--- src/rtl/seq_detector.sv ---
// Assembles SEQ_LEN button presses into an entry, compares it with SEQ_PATTERN and
// reports match/mismatch/timeout pulses plus a timed LED result window.
module seq_detector #(
  parameter int                  SEQ_LEN     = 4,
  parameter logic [SEQ_LEN-1:0]  SEQ_PATTERN = 4'b1011,
  parameter int                  TOUT_TICKS  = 8,
  parameter int                  SHOW_TICKS  = 4,
  parameter int                  CNT_WIDTH   = 4,
  localparam int                 BIT_W       = $clog2(SEQ_LEN + 1)
) (
  input  logic                 CLK,
  input  logic                 RST,
  input  logic                 CE,
  input  logic                 BTN0_CE,
  input  logic                 BTN1_CE,
  output logic                 DET,
  output logic                 ERR,
  output logic                 TOUT,
  output logic                 MATCH_LED,
  output logic                 FAIL_LED,
  output logic                 BUSY,
  output logic [BIT_W-1:0]     BIT_CNT,
  output logic [CNT_WIDTH-1:0] MATCH_CNT,
  output logic [1:0]           STATE
);

  localparam int TICK_MAX = (TOUT_TICKS > SHOW_TICKS) ? TOUT_TICKS : SHOW_TICKS;
  localparam int TICK_W   = (TICK_MAX > 1) ? $clog2(TICK_MAX) : 1;

  typedef enum logic [1:0] {
    S_IDLE    = 2'd0,
    S_COLLECT = 2'd1,
    S_SHOW    = 2'd2
  } state_t;

  state_t               state, state_n;
  logic [SEQ_LEN-2:0]   shift_q, shift_n;
  logic [BIT_W-1:0]     bit_q, bit_n;
  logic [TICK_W-1:0]    tick_q, tick_n;
  logic [CNT_WIDTH-1:0] mcnt_q, mcnt_n;
  logic                 det_n, err_n, tout_n, mled_n, fled_n;
  logic                 valid, bit_in;
  logic [SEQ_LEN-1:0]   word;

  // Simultaneous presses of both buttons carry no information and are dropped.
  assign valid  = BTN0_CE ^ BTN1_CE;
  assign bit_in = BTN1_CE;
  assign word   = {shift_q, bit_in};

  always_ff @(posedge CLK) begin
    if (RST) begin
      state     <= S_IDLE;
      shift_q   <= '0;
      bit_q     <= '0;
      tick_q    <= '0;
      mcnt_q    <= '0;
      DET       <= 1'b0;
      ERR       <= 1'b0;
      TOUT      <= 1'b0;
      MATCH_LED <= 1'b0;
      FAIL_LED  <= 1'b0;
    end else begin
      state     <= state_n;
      shift_q   <= shift_n;
      bit_q     <= bit_n;
      tick_q    <= tick_n;
      mcnt_q    <= mcnt_n;
      DET       <= det_n;
      ERR       <= err_n;
      TOUT      <= tout_n;
      MATCH_LED <= mled_n;
      FAIL_LED  <= fled_n;
    end
  end

  always_comb begin
    state_n = state;
    shift_n = shift_q;
    bit_n   = bit_q;
    tick_n  = tick_q;
    mcnt_n  = mcnt_q;
    det_n   = 1'b0;
    err_n   = 1'b0;
    tout_n  = 1'b0;
    mled_n  = MATCH_LED;
    fled_n  = FAIL_LED;
    case (state)
      S_IDLE: begin
        tick_n = '0;
        if (valid) begin
          shift_n    = '0;
          shift_n[0] = bit_in;
          bit_n      = BIT_W'(1);
          state_n    = S_COLLECT;
        end
      end
      S_COLLECT: begin
        // A press on the same cycle as the final timeout tick keeps the entry alive.
        if (valid) begin
          tick_n = '0;
          if (bit_q == BIT_W'(SEQ_LEN - 1)) begin
            state_n = S_SHOW;
            shift_n = '0;
            bit_n   = '0;
            if (word == SEQ_PATTERN) begin
              det_n  = 1'b1;
              mled_n = 1'b1;
              fled_n = 1'b0;
              if (mcnt_q != '1) mcnt_n = mcnt_q + CNT_WIDTH'(1);
            end else begin
              err_n  = 1'b1;
              mled_n = 1'b0;
              fled_n = 1'b1;
            end
          end else begin
            shift_n = word[SEQ_LEN-2:0];
            bit_n   = bit_q + BIT_W'(1);
          end
        end else if (CE) begin
          if (tick_q == TICK_W'(TOUT_TICKS - 1)) begin
            state_n = S_IDLE;
            tout_n  = 1'b1;
            shift_n = '0;
            bit_n   = '0;
            tick_n  = '0;
          end else begin
            tick_n = tick_q + TICK_W'(1);
          end
        end
      end
      S_SHOW: begin
        if (CE) begin
          if (tick_q == TICK_W'(SHOW_TICKS - 1)) begin
            state_n = S_IDLE;
            mled_n  = 1'b0;
            fled_n  = 1'b0;
            tick_n  = '0;
          end else begin
            tick_n = tick_q + TICK_W'(1);
          end
        end
      end
      default: begin
        state_n = S_IDLE;
        tick_n  = '0;
      end
    endcase
  end

  assign BUSY      = (state != S_IDLE);
  assign BIT_CNT   = bit_q;
  assign MATCH_CNT = mcnt_q;
  assign STATE     = state;

endmodule

--- config.mk ---
export PLATFORM = sky130hd
export DESIGN_NAME = seq_detector
export DESIGN_NICKNAME = d
export VERILOG_FILES = /design/src/rtl/seq_detector.sv
export SDC_FILE = /design/constraint.sdc
export NUM_CORES = 1
export LEC_CHECK = 0
export BUFFER_PORTS_ARGS = -buffer_cell sky130_fd_sc_hd__buf_4
export CORE_MARGIN = 5
export CORE_UTILIZATION = 42
export DETAILED_ROUTE_END_ITERATION = 7
export PLACE_DENSITY = 0.64
export SLEW_MARGIN = 25
export SYNTH_ARGS = -nofsm -noshare
export SYNTH_HDL_FRONTEND = slang
export SYNTH_SLANG_ARGS = --single-unit
export TNS_END_PERCENT = 30
--- constraint.sdc ---
create_clock -name CLK -period 2.55 [get_ports CLK]
set_input_delay 0.3825 -clock CLK [delete_from_list [all_inputs] [get_ports CLK]]
set_output_delay 0.3825 -clock CLK [all_outputs]
set_load 0.05 [all_outputs]
==> results of run 1 <==
where the power goes:
| group | switching [mW] | total [mW] | internal (mW) | leakage (nW) |
|---|---|---|---|---|
| Combinational | 0.147 | 0.225 | 0.0781 | 0.346 |
| Sequential | 0.0117 | 0.337 | 0.325 | 0.162 |
| Clock | 0.0909 | 0.146 | 0.0549 | 0.0138 |
| Total | 0.249 | 0.707 | 0.458 | 0.521 |
cell type report:
| cell class | instances | area share (%) |
|---|---|---|
| clock buffer | 3 | 1.804 |
| multi-input combinational | 84 | 49.30 |
| inverter | 8 | 2.405 |
| sequential | 20 | 32.06 |
| tap | 30 | 3.006 |
| timing repair buffer | 19 | 11.42 |
cells in the mapped netlist (3+ instances only):
library cell,instances
sky130_fd_sc_hd__dfxtp_1,20
sky130_fd_sc_hd__ha_1,9
sky130_fd_sc_hd__nand2_1,9
sky130_fd_sc_hd__inv_1,8
sky130_fd_sc_hd__nor2_1,8
sky130_fd_sc_hd__nand2b_1,6
sky130_fd_sc_hd__nor3_1,5
sky130_fd_sc_hd__a21oi_1,4
sky130_fd_sc_hd__nand3_1,4
sky130_fd_sc_hd__a22oi_1,3
sky130_fd_sc_hd__and4b_1,3
sky130_fd_sc_hd__mux2i_1,3
worst max-delay path: stages, from the launching register on:
cell                      delay [ps]
sky130_fd_sc_hd__dfxtp_1         340
sky130_fd_sc_hd__inv_1           110
sky130_fd_sc_hd__ha_1            430
sky130_fd_sc_hd__and2b_1         180
sky130_fd_sc_hd__nand4_1         170
sky130_fd_sc_hd__or3_1           400
sky130_fd_sc_hd__a21oi_1         140
flip-flops by register name (all words and copies together), names as in the netlist, 2 cells and up:
name       cells
BIT_CNT        3
shift_q        3
tick_q         3
STATE          2
MATCH_CNT      4
cell families (layout without fill, tap and decap cells):
family                   after synthesis  in the layout  share of synthesized area [%]
AND/OR/NAND/NOR                       45             45                          23.64
flip-flops                            20             20                          37.82
adder cells (fa/ha/maj)                9              9                          10.64
AO/OA/AOI/OAI                         24             24                          17.85
XOR/XNOR                               3              3                          3.192
multiplexers                           3              3                          2.837
buffers and inverters                 11             30                          4.019
worst max path at each step:
stage                   end  slack, ps  cells past startpoint
4_1_cts        MATCH_CNT[3]        700                      6
2_1_floorplan    shift_q[0]        570                      6
6_report       MATCH_CNT[3]        700                      6
5_1_grt        MATCH_CNT[3]        520                      6
3_3_place_gp   MATCH_CNT[3]        800                      5
3_5_place_dp   MATCH_CNT[3]        740                      6
layer usage:
metal / global-route usage (%) / part of all wire, % / routed length (um) / up-vias
met2: 22.69 / 47 / 1006 / 15
li1: - / - / - / 451
met1: 18.03 / 47 / 1011 / 407
met5: 0 / 0 / 0 / -
met3: 3.456 / 5.0 / 107 / 4
met4: 3.797 / 1.1 / 23 / 0
==> flow_metrics.env, run 1 <==
export IMPL_vias_per_cell=5.348
export IMPL_io_pin_count=20
export IMPL_post_synth_inst_count=115
export IMPL_die_width_um=60.20
export IMPL_synth_enable_flop_cells=0
export IMPL_wl_per_cell_um=13.10
export IMPL_leading_cell_types_in_the_layout_fill_and_taps_excluded="sky130_fd_sc_hd__dfxtp_1, sky130_fd_sc_hd__buf_4, sky130_fd_sc_hd__nand2_1, sky130_fd_sc_hd__ha_1"
export IMPL_setup_tns_ps=0
export IMPL_timing_critical_path_required_ps=2780
export IMPL_grt_pass1_vias=856
export IMPL_global_route_wire_length_before_repair_um=3877
export IMPL_area_of_the_multi_input_gates_um2=615.6
export IMPL_detailroute_via_count=877
export IMPL_fp_coreArea_um2=2455
export IMPL_mappedNetlistArea_um2=1059
export IMPL_max_clock_freq_mhz=540.2
export IMPL_crit_type="reg -> reg"
export IMPL_cp_startpoint="STATE[1]"
export IMPL_numPlacedInstances=161
export IMPL_vdd_ir_drop_worst_v=0.0004215
export IMPL_most_used_flip_flop_cell_after_synthesis="sky130_fd_sc_hd__dfxtp_1"
export IMPL_clockRootBuffer="sky130_fd_sc_hd__clkbuf_4"
export IMPL_kind_of_launch_point_of_the_worst_setup_path="flop"
export IMPL_syn_nets=129
export IMPL_timing_final_ws_setup_ps=698.7
export IMPL_critical_path_reg2reg_endpoint="MATCH_CNT[3]"
export IMPL_rsz0062_at_grt="false"
export IMPL_postLayoutCellArea_um2=1249
export IMPL_critical_path_at_ps=2080
export IMPL_finalCoreUtilization_pct=50.87
export IMPL_drtIter0Drc=22
export IMPL_worst_setup_hold_path_clk_slew_ps=110
export IMPL_post_dp_hpwl_um=1607
export IMPL_worst_hold_endpoint="TOUT"
export IMPL_max_cap_violations=0
export IMPL_slew_headroom_pct=70.97
export IMPL_place_gp_congestion=0.7329
export IMPL_leakage_nw=0.5215
export IMPL_cells_taking_the_most_area_after_synthesis="sky130_fd_sc_hd__dfxtp_1, sky130_fd_sc_hd__ha_1, sky130_fd_sc_hd__nand2b_1"
export IMPL_yosysTopAreaCell="sky130_fd_sc_hd__dfxtp_1"
export IMPL_yosysWarnings=0
export IMPL_n_fill_cell=232
export IMPL_total_of_hold_buffers_inserted_after_clock_tree_synthesis=0
export IMPL_post_cts_resized=0
export IMPL_postSynthAreaPerCell_um2=9.204
export IMPL_detailed_place_area_um2=1226
export IMPL_worst_path_max_fanout=12
export IMPL_yosysSeqAreaShare_pct=37.83
export IMPL_grt_start_max_net_pins=23
export IMPL_fp_row_count=18
export IMPL_synth_cell_type_count=39
export IMPL_cts_path_max_buffers=2
export IMPL_number_of_buffers_inserted_during_clock_tree_synthesis=3
export IMPL_post_cts_repair_setup_buffers=0
export IMPL_antenna_violations_before_repair=0
export IMPL_fp_dieArea_um2=3624
export IMPL_htreeDepth=1
export IMPL_final_min_period_over_clock_period_pct=72.60
export IMPL_period_needed_ps=1851
export IMPL_powerDensity_nw_per_um2=566.4
export IMPL_grt_overflow=0
export IMPL_fin_cells=164
export IMPL_whs_ps=354.6
export IMPL_floorplan_initialDensity_pct=43.12
export IMPL_worstRegToRegCells=6
export IMPL_detail_route_wirelength_um=2149
export IMPL_setup_violations=0
export IMPL_clock_sinks=20
export IMPL_timing_max_transition_violations_final=0
export IMPL_dp_worst_setup_slack_ps=737.2
export IMPL_synth_async_sr_flop_share_pct=0
export IMPL_min_delay_path_depth=3
export IMPL_synthToLayoutAreaGrowth_pct=17.97
export IMPL_diodes_inserted=0
export IMPL_post_route_drc_count=0
export IMPL_chipHeight_um=60.20
export IMPL_placement_io_buffers=19
export IMPL_synth_largest_type_area_fraction_pct=37.83
export IMPL_register_area_um2=400.4
export IMPL_p_total_uw=707.2
export IMPL_global_router_s_overall_resource_usage_pct=13.89
export IMPL_first_pass_iters=4
export IMPL_outcome="finished, final reports clean"
export IMPL_num_nets_final=150
export IMPL_tightest_slew_ps=429.9
export IMPL_worst_setup_path_end_kind="flop"
export IMPL_rr_startpoint="STATE[1]"
export IMPL_min_from="CE"
export IMPL_worstSkewPairLatency_ps=290
export IMPL_fin_skew_ps=7.712
export IMPL_tritoncts="yes"
export IMPL_layout_commonest_cell="sky130_fd_sc_hd__dfxtp_1"
export IMPL_synth_seq_cells=20
export IMPL_finalHoldViolations=0
export IMPL_r2r_setup_slack_ps=700
export IMPL_drt_antenna_violating_nets=0
export IMPL_fraction_of_final_layout_cells_sized_beyond_drive_strength_1_pct=19.40
export IMPL_worst_hold_path_type="in -> reg"
Power figures use the tool's default switching activity.
==> inputs of run 2 (changes only) <==
PLACE_DENSITY = 0.67   (was 0.64)
clock period = 1.7 ns   (was 2.55 ns; I/O delays follow)
==> flow_metrics.env, run 2 (synthesis gave the netlist of run 1 again) <==
export IMPL_outcome="finished, final reports clean"
export IMPL_post_dp_hpwl_um=1628
export IMPL_clockRootBuffer="sky130_fd_sc_hd__clkbuf_4"
export IMPL_die_width_um=60.20
export IMPL_power_share_combinational_pct=33.0
export IMPL_crit_path_top_delay_cell="sky130_fd_sc_hd__or3b_4"
export IMPL_max_cap_violations=0
export IMPL_min_from="CE"
export IMPL_drt_antenna_violating_nets=0
export IMPL_first_pass_iters=4
export IMPL_tritoncts="yes"
export IMPL_num_nets_final=155
export IMPL_vias_per_cell=5.276
export IMPL_clock_sinks=20
export IMPL_placement_io_buffers=19
export IMPL_sequentialPowerShare_pct=43.6
export IMPL_synthToLayoutAreaGrowth_pct=27.90
export IMPL_chipHeight_um=60.20
export IMPL_grt_overflow=0
export IMPL_gr_usage_met1_pct=19.04
export IMPL_postLayoutCellArea_um2=1354
export IMPL_worst_path_max_fanout=7
export IMPL_cts_path_max_buffers=2
export IMPL_diodes_inserted=0
export IMPL_io_pin_count=20
export IMPL_grt_busiest_layer="met2"
export IMPL_global_router_s_overall_resource_usage_pct=13.22
export IMPL_internal_power_uw=783.5
export IMPL_rr_startpoint="STATE[0]"
export IMPL_path_cells="inv_1 > ha_1 > and3b_1 > o22ai_4 > or3b_4 > a21oi_2"
export IMPL_p_total_mw=1.175
export IMPL_timing_critical_path_required_ps=1940
export IMPL_timing_final_ws_setup_ps=97.42
export IMPL_setup_tns_ps=0
export IMPL_grt_pass1_vias=845
export IMPL_period_needed_ps=1603
export IMPL_detail_route_wirelength_um=2102
export IMPL_largest_register_ff_count=4
export IMPL_htreeDepth=1
export IMPL_number_of_buffers_inserted_during_clock_tree_synthesis=3
export IMPL_max_stage_delay_ps=400
export IMPL_met3_usage_pct=3.240
export IMPL_antenna_violations_before_repair=0
export IMPL_vdd_ir_drop_worst_v=0.0006047
export IMPL_fraction_of_final_layout_cells_sized_beyond_drive_strength_1_pct=31.43
export IMPL_place_gp_congestion=0.7894
export IMPL_crit_type="reg -> reg"
export IMPL_floorplan_initialDensity_pct=43.12
export IMPL_detailroute_via_count=897
export IMPL_tightest_slew_ps=390.6
export IMPL_dp_worst_setup_slack_ps=28.87
export IMPL_powerDensity_nw_per_um2=867.7
export IMPL_clock_power_share_pct=23.4
export IMPL_slew_headroom_pct=73.62
export IMPL_max_clock_freq_mhz=624.0
export IMPL_leading_cell_types_in_the_layout_fill_and_taps_excluded="sky130_fd_sc_hd__buf_4, sky130_fd_sc_hd__dfxtp_1, sky130_fd_sc_hd__nand2_1"
export IMPL_post_route_drc_count=0
export IMPL_rsz0062_at_grt="false"
export IMPL_netSwitchingFraction_pct=33.31
export IMPL_fp_coreArea_um2=2455
export IMPL_groute_layer_met2_usage_pct=19.29
export IMPL_detailed_place_area_um2=1276
export IMPL_wl_per_cell_um=12.36
export IMPL_fp_row_count=18
export IMPL_total_switching_power_uw=391.2
export IMPL_final_min_period_over_clock_period_pct=94.27
export IMPL_worst_hold_path_type="in -> reg"
export IMPL_worstSkewPairLatency_ps=300
export IMPL_setup_violations=0
export IMPL_global_route_wire_length_before_repair_um=3719
export IMPL_grt_start_max_net_pins=23
export IMPL_critical_path_at_ps=1850
export IMPL_r2r_setup_slack_ps=100
export IMPL_fin_skew_ps=3.953
export IMPL_finalHoldViolations=0
export IMPL_layout_commonest_cell="sky130_fd_sc_hd__buf_4"
export IMPL_worst_setup_hold_path_clk_slew_ps=110
export IMPL_worst_setup_path_end_kind="flop"
export IMPL_leakage_nw=0.5518
export IMPL_drtIter0Drc=17
export IMPL_fp_dieArea_um2=3624
export IMPL_timing_max_transition_violations_final=0
export IMPL_kind_of_launch_point_of_the_worst_setup_path="flop"
export IMPL_cp_startpoint="STATE[0]"
[run 2: cell types whose count changed in the layout (fill, tap and decap cells not counted), moves of 2 or more]
cell,previous run,this run
sky130_fd_sc_hd__dfxtp_1,20,14
sky130_fd_sc_hd__dfxtp_2,0,4
sky130_fd_sc_hd__ha_4,0,2
sky130_fd_sc_hd__buf_4,19,23
sky130_fd_sc_hd__ha_1,9,6
sky130_fd_sc_hd__dfxtp_4,0,2
[run 2: worst max-delay path: cells and delay by family (launching register included)]
kind / cells / cell delay [ps]
AO/OA/AOI/OAI: 2 / 230
buffers and inverters: 1 / 60
AND/OR/NAND/NOR: 2 / 660
adder cells (fa/ha/maj): 1 / 220
flip-flops: 1 / 390
[run 2: worst paths after layout]
kind | end | cells after the start
setup reg to reg | shift_q[0] | 6
setup / recovery | shift_q[0] | 6
hold reg to reg | MATCH_LED | 2
hold / removal | TOUT | 3
[run 2: timing repair]
item / 4_1_cts / 5_1_grt
endpoints found under the setup margin: 1 / 11
cloned: 0 / 0
gates resized for setup: 1 / 10
setup buffers: 0 / 0
hold buffers: 0 / 0
[run 2: final cells by class]
cell class              count  area [um2]
fillers                   237        1101
flip-flops and latches     20       412.9
clock buffers               4       36.28
inverters                   8       30.03
well taps                  30       37.54
multi-input cells          84       653.1
repair buffers             24       183.9
[run 2: stage by stage]
stage,utilization [%],instances,hold WS (ps)
global placement,51.99,166,458.2
CTS,53.57,170,215.2
floorplan,-,115,339.1
global route,55.15,170,237.4
detailed placement,51.99,166,466.5
finish,55.15,170,230.8
[run 2: power by group through the flow]
| stage | Clock [mW] | Combinational (mW) | Sequential, mW |
|---|---|---|---|
| after detailed placement | 0 | 0.368 | 0.520 |
| after global routing | 0.305 | 0.425 | 0.517 |
| after floorplan | 0 | 0.207 | 0.566 |
| after CTS | 0.286 | 0.370 | 0.509 |
| final | 0.275 | 0.388 | 0.512 |
| after global placement | 0 | 0.365 | 0.518 |
[run 2: metal layers]
metal	routed length, um	vias up
li1	-	464
met4	13	0
met2	901	20
met3	120	2
met1	1066	411
met5	0	-
